### src/rtl/timer_pkg.sv
// -----------------------------------------------------------------------------
// timer_pkg
// Shared types for the seconds-display countdown timer.
//   state_t : sequencer states (IDLE, LOADED, RUN, PAUSE, EXPIRED), 3 bits
//   bcd_t   : one BCD digit
//   BCD_MAX : largest legal BCD digit value
// -----------------------------------------------------------------------------
package timer_pkg;

   typedef enum logic [2:0] {
      IDLE    = 3'd0,
      LOADED  = 3'd1,
      RUN     = 3'd2,
      PAUSE   = 3'd3,
      EXPIRED = 3'd4
   } state_t;

   typedef logic [3:0] bcd_t;

   localparam bcd_t BCD_MAX = 4'd9;

endpackage

### src/rtl/tick_prescaler.sv
// -----------------------------------------------------------------------------
// tick_prescaler
// Divides the board clock down to a one-cycle tick enable every TICK_DIV
// enabled cycles. The count holds while en is low, so a paused countdown
// keeps its fractional second.
//   clk   : board clock
//   reset : asynchronous, active-low reset
//   clr   : synchronous clear of the count (wins over en)
//   en    : count enable
//   tick  : high on the enabled cycle where the count wraps
// Parameter TICK_DIV : enabled cycles per tick.
// -----------------------------------------------------------------------------
module tick_prescaler #(
   parameter int TICK_DIV = 50_000_000
) (
   input  logic clk,
   input  logic reset,
   input  logic clr,
   input  logic en,
   output logic tick
);

   localparam int            CW   = (TICK_DIV > 1) ? $clog2(TICK_DIV) : 1;
   localparam logic [CW-1:0] LAST = CW'(TICK_DIV - 1);

   logic [CW-1:0] count_reg;

   // Combinational so the decrement lands on the same edge as the wrap.
   assign tick = en && (count_reg == LAST);

   always_ff @(posedge clk or negedge reset) begin
      if (!reset) begin
         count_reg <= '0;
      end else if (clr || tick) begin
         count_reg <= '0;
      end else if (en) begin
         count_reg <= count_reg + CW'(1);
      end
   end

endmodule

### src/rtl/countdown_sequencer.sv
// -----------------------------------------------------------------------------
// countdown_sequencer
// Two-digit BCD seconds countdown with load / start / pause / clear and expiry
// sequencing for the game's seconds display.
//   clk          : 50 MHz board clock
//   reset        : asynchronous, active-low reset
//   load         : pulse, latch preset digits (IDLE, LOADED, EXPIRED only)
//   preset_ones  : BCD ones digit of the preset
//   preset_tens  : BCD tens digit of the preset
//   start        : pulse, begin counting (LOADED only)
//   pause        : pulse, toggle RUN / PAUSE
//   clear        : pulse, abort to IDLE with digits 00
//   one_digits   : current ones digit
//   ten_digits   : current tens digit
//   running      : high in RUN
//   paused       : high in PAUSE
//   expired      : high in EXPIRED
//   done         : one-cycle pulse when the count reaches 00
//   warn         : (TIMER_WARN_EN only) remaining 1..WARN_SECS while RUN/PAUSE
// Build option: define TIMER_WARN_EN to add the warn output.
// Control priority within a cycle: clear > load > start > pause.
// -----------------------------------------------------------------------------
module countdown_sequencer
   import timer_pkg::*;
#(
   parameter int TICK_DIV  = 50_000_000,
   parameter int MAX_TENS  = 9,
   parameter int WARN_SECS = 5
) (
   input  logic       clk,
   input  logic       reset,
   input  logic       load,
   input  logic [3:0] preset_ones,
   input  logic [3:0] preset_tens,
   input  logic       start,
   input  logic       pause,
   input  logic       clear,
   output logic [3:0] one_digits,
   output logic [3:0] ten_digits,
   output logic       running,
   output logic       paused,
   output logic       expired,
   output logic       done
`ifdef TIMER_WARN_EN
   ,
   output logic       warn
`endif
);

   // Tens limit never exceeds a legal BCD digit.
   localparam bcd_t TENS_LIMIT = (MAX_TENS >= 9) ? BCD_MAX :
                                 (MAX_TENS <= 0) ? 4'd0 : bcd_t'(MAX_TENS);

   state_t state_reg, state_next;
   bcd_t   ones_reg, ones_next;
   bcd_t   tens_reg, tens_next;
   logic   done_reg, done_next;
   logic   presc_clr, presc_en, tick;

   // ---------------- preset clamping (index 0 = ones, 1 = tens) -------------
   bcd_t preset_raw     [2];
   bcd_t preset_clamped [2];

   assign preset_raw[0] = preset_ones;
   assign preset_raw[1] = preset_tens;

   genvar gi;
   generate
      for (gi = 0; gi < 2; gi++) begin : g_clamp
         localparam bcd_t LIMIT = (gi == 1) ? TENS_LIMIT : BCD_MAX;
         assign preset_clamped[gi] = (preset_raw[gi] > LIMIT) ? LIMIT : preset_raw[gi];
      end
   endgenerate

   // ---------------- one-second prescaler -----------------------------------
   assign presc_en = (state_reg == RUN);

   tick_prescaler #(
      .TICK_DIV (TICK_DIV)
   ) u_prescaler (
      .clk   (clk),
      .reset (reset),
      .clr   (presc_clr),
      .en    (presc_en),
      .tick  (tick)
   );

   // ---------------- BCD decrement ------------------------------------------
   bcd_t dec_ones, dec_tens;
   logic at_one;

   assign dec_ones = (ones_reg == 4'd0) ? BCD_MAX : ones_reg - 4'd1;
   assign dec_tens = (ones_reg == 4'd0) ? tens_reg - 4'd1 : tens_reg;
   // Next tick lands on 00; used to stop there instead of wrapping to 99.
   assign at_one   = (tens_reg == 4'd0) && (ones_reg == 4'd1);

   // ---------------- state / datapath register ------------------------------
   always_ff @(posedge clk or negedge reset) begin
      if (!reset) begin
         state_reg <= IDLE;
         ones_reg  <= 4'd0;
         tens_reg  <= 4'd0;
         done_reg  <= 1'b0;
      end else begin
         state_reg <= state_next;
         ones_reg  <= ones_next;
         tens_reg  <= tens_next;
         done_reg  <= done_next;
      end
   end

   // ---------------- next state ---------------------------------------------
   always_comb begin
      state_next = state_reg;
      ones_next  = ones_reg;
      tens_next  = tens_reg;
      done_next  = 1'b0;
      presc_clr  = 1'b0;

      if (clear) begin
         state_next = IDLE;
         ones_next  = 4'd0;
         tens_next  = 4'd0;
         presc_clr  = 1'b1;
      end else if (load && (state_reg == IDLE || state_reg == LOADED ||
                            state_reg == EXPIRED)) begin
         state_next = LOADED;
         ones_next  = preset_clamped[0];
         tens_next  = preset_clamped[1];
      end else if (start && state_reg == LOADED) begin
         if (ones_reg == 4'd0 && tens_reg == 4'd0) begin
            state_next = EXPIRED;
            done_next  = 1'b1;
         end else begin
            state_next = RUN;
            presc_clr  = 1'b1;
         end
      end else if (tick) begin
         // tick implies RUN. A coincident pause still enters PAUSE after the
         // decrement, unless the decrement expires the count.
         ones_next = dec_ones;
         tens_next = dec_tens;
         if (at_one) begin
            state_next = EXPIRED;
            done_next  = 1'b1;
         end else if (pause) begin
            state_next = PAUSE;
         end
      end else if (pause) begin
         if (state_reg == RUN) begin
            state_next = PAUSE;
         end else if (state_reg == PAUSE) begin
            state_next = RUN;
         end
      end
   end

   // ---------------- outputs ------------------------------------------------
   always_comb begin
      running    = (state_reg == RUN);
      paused     = (state_reg == PAUSE);
      expired    = (state_reg == EXPIRED);
      done       = done_reg;
      one_digits = ones_reg;
      ten_digits = tens_reg;
   end

`ifdef TIMER_WARN_EN
   // Registered from next-state values so warn moves with the digits.
   logic warn_reg, warn_next;
   int   secs_next;

   always_comb begin
      secs_next = 10 * int'(tens_next) + int'(ones_next);
      warn_next = (state_next == RUN || state_next == PAUSE) &&
                  (secs_next <= WARN_SECS) && (secs_next != 0);
   end

   always_ff @(posedge clk or negedge reset) begin
      if (!reset) begin
         warn_reg <= 1'b0;
      end else begin
         warn_reg <= warn_next;
      end
   end

   assign warn = warn_reg;
`endif

endmodule

### config.mk
export PLATFORM = sky130hd
export DESIGN_NAME = countdown_sequencer
export DESIGN_NICKNAME = d
export VERILOG_FILES = /design/src/rtl/timer_pkg.sv /design/src/rtl/tick_prescaler.sv /design/src/rtl/countdown_sequencer.sv
export SDC_FILE = /design/constraint.sdc
export NUM_CORES = 1
export LEC_CHECK = 0
export ABC_AREA = 1
export BUFFER_PORTS_ARGS = -buffer_cell sky130_fd_sc_hd__buf_2
export CAP_MARGIN = 25
export CORE_ASPECT_RATIO = 1.4
export CORE_MARGIN = 2
export CORE_UTILIZATION = 55
export CTS_CLUSTER_SIZE = 20
export DETAILED_ROUTE_END_ITERATION = 6
export MAX_ROUTING_LAYER = met4
export PLACE_DENSITY = 0.75
export SYNTH_ARGS = -nofsm -noshare
export SYNTH_HDL_FRONTEND = slang
export SYNTH_HIERARCHICAL = 1
export SYNTH_SLANG_ARGS = --single-unit
### constraint.sdc
create_clock -name clk -period 5.73 [get_ports clk]
set_input_delay 1.4325 -clock clk [delete_from_list [all_inputs] [get_ports clk]]
set_output_delay 1.4325 -clock clk [all_outputs]
set_load 0.02 [all_outputs]
==> impl_metrics.csv <==
group,metric,value,unit
final_layout,drive_above_1_share,17.2,%
clock_network,cts.sinks,38,
hold_path,hold_class,"register to register",
logic_synthesis,synthArstFlopShare,100,%
die,rows,31,
detailed_routing,num_vias,2722,
global_routing,grt_pass1_vias,2667,
logic_synthesis,ys_types,36,
placement,routabilityCongestion,0.899,
logic_synthesis,yosys.cell_count.top_type,"nand2_1",
global_routing,grt-ovfl-total,0,
logic_synthesis,syn_nets,452,
pwr,p_leak,1.53,nW
timing,fin_crit_sh,59.1,%
timing,fin_skew,0.00669,ns
logic_synthesis,synth_top_area_share,33.2,%
final_layout,num_antenna_cells,0,
setup_path,critical_path_required,4.30,ns
logic_synthesis,synthTopCellsByCount,"nand2_1 (131), nor2_1 (70), inv_1 (52)",
timing,holdWs,0.501,ns
pwr,vdd_drop_max,0.000142,V
pwr,cell_internal_pwr,426,uW
timing,worst_pin_slew,0.973,ns
pwr,p_clk_share,30.0,%
logic_synthesis,synth_seq_area_share,33.2,%
timing,setup_ws,2.34,ns
setup_path,endpoint,"running",
final_layout,syn2layout_area_growth,8.90,%
pwr,power_frac_comb,23.7,%
clock_network,cts_resized,0,
clock_network,hold_buffers,0,
die,die_h,89.4,um
pwr,pwr-share-seq,46.3,%
setup_path,r2r_slack,2.82,ns
die,start_util,56.4,%
logic_synthesis,syn_area,2870,um^2
timing,finalMaxSlewViolations,0,
timing,fin_crit,3.39,ns
setup_path,r2r_cells,15,
logic_synthesis,yosys_warnings,6,
detailed_routing,wirelength,6.49,mm
logic_synthesis,synth_edf_count,0,
timing,setup_tns,0,ns
setup_path,critical_path_class,"register to output port",
logic_synthesis,yosys.area.top_type,"dfrtp_1",
detailed_routing,drt.antenna.violating_nets,0,
detailed_routing,vias_per_cell,5.18,
setup_path,cp-start-kind,"register",
placement,io_buffers,25,
status,status,"completed",
clock_network,cts_setup_buffers,0,
clock_network,cts_buffer_depth,2,
logic_synthesis,yosys_most_used_dff,"dfrtp_1",
placement,pre_cts_slack,2.67,ns
final_layout,largest_reg_flops,26,
die,ios,26,
global_routing,grt_max_degree,39,
clock_network,cts_root_buf,"clkbuf_8",
pwr,p_sw_share,33.5,%
final_layout,fin_area,3120,um^2
pwr,power_density,205,nW/um^2
global_routing,grt_usage,26.1,%
clock_network,path_clk_slew,0.07,ns
placement,hpwl,5.07,mm
placement,placed_area,3030,um^2
timing,hold_viol,0,
flow_run,maxCapViolations,0,
global_routing,antenna_found_initial,0,
logic_synthesis,netlist_instances,432,
timing,setup_violations,0,
global_routing,grt_pass1_wl,11.4,mm
timing,slew_headroom,35.1,%
setup_path,worstReg2RegStart,"state_reg[2]",
detailed_routing,drt_iter0_drc,101,
logic_synthesis,yosys-top-cells-area,"dfrtp_1 (33%), nand2_1 (17%), nor2_1 (9.2%), inv_1 (6.8%), nand3_1 (5.6%)",
die,coreArea,5080,um^2
clock_network,clk_latency,0.29,ns
setup_path,path_max_fanout,32,
final_layout,nNetsFinal,478,
detailed_routing,dr.pass1.iters,4,
detailed_routing,wl_per_cell,12.4,um
logic_synthesis,ys_seq_elements,38,
setup_path,timing.rr.end,"state_reg[2]",
pwr,finalPower,641,uW
clock_network,h-tree-depth,2,
die,die_w,65.0,um
clock_network,cts_inserted_buffers,5,
timing,fmax,295,MHz
detailed_routing,drc,0,
die,die_area,5810,um^2
setup_path,crit_start,"state_reg[2]",
pwr,switching_power,215,uW
setup_path,end_kind,"output port",
logic_synthesis,syn_avg_cell_area,6.64,um^2
clock_network,cts_tree,"done",
timing,rsz0062_at_grt,"false",
setup_path,arrival,1.96,ns
[worst min path at each step]
stage / slack [ns] / to / cells after the start / from
6_report: 0.50 / ten_digits[1] / 2 / ten_digits[1]
5_1_grt: 0.55 / one_digits[0] / 2 / one_digits[0]
4_1_cts: 0.51 / ten_digits[1] / 2 / ten_digits[1]
3_5_place_dp: 0.49 / ten_digits[1] / 2 / ten_digits[1]
3_3_place_gp: 0.49 / ten_digits[1] / 2 / ten_digits[1]
2_1_floorplan: 0.49 / u_prescaler/count_reg[4] / 2 / u_prescaler/count_reg[4]
[power groups by stage]
stage	clock network, mW	logic, mW	registers, mW
final	0.192	0.152	0.297
after global routing	0.209	0.173	0.299
after CTS	0.198	0.154	0.297
after detailed placement	0	0.153	0.302
after global placement	0	0.149	0.302
after floorplan	0	0.100	0.312
[through the flow]
stage / util, % / instances
final: 61.4 / 525
after detailed placement: 59.6 / 517
after CTS: 61.4 / 525
after global placement: 59.6 / 517
after floorplan: - / 432
after global routing: 61.4 / 525
[layout by cell type (no fill, tap or decap), drive strengths merged, types with 6 or more instances in the layout]
master  netlist  final
nand2       145    145
nor2         89     89
inv          59     59
dfrtp        38     38
nand3        34     34
buf           5     25
nand4        16     16
o21ai        13     13
nor3          8      8
clkbuf        1      7
ha            6      6
[metal layers]
layer	global-route usage, %	wire length [um]
met1	24.7	2480
met2	49.7	3560
met3	3.78	157
met4	15.2	296
met5	-	0
[cell families (layout without fill, tap and decap cells)]
family          after synthesis  after routing  share of synthesized area, %
xor+xnor                      6              6                          1.83
compound gates               21             21                          4.67
buf+inv                      67             94                          9.78
simple gates                294            294                          47.9
fa+ha+maj                     6              6                          2.62
flops                        38             38                          33.2
[worst max-delay path: stages, from the launching register on]
cell and delay (ns):
dfrtp_1 0.40, inv_1 0.12, nand3_1 0.11, inv_1 0.72
buf_2 0.31
[cell type report]
cell class / count / area, um^2
clock buffers: 7 / 86.3
clock inverters: 1 / 5.00
fillers: 517 / 1960
inverters: 61 / 236
multi-input cells: 327 / 1640
flip-flops and latches: 38 / 951
well taps: 66 / 82.6
repair buffers: 25 / 125
(Power assumes the default switching activity.)
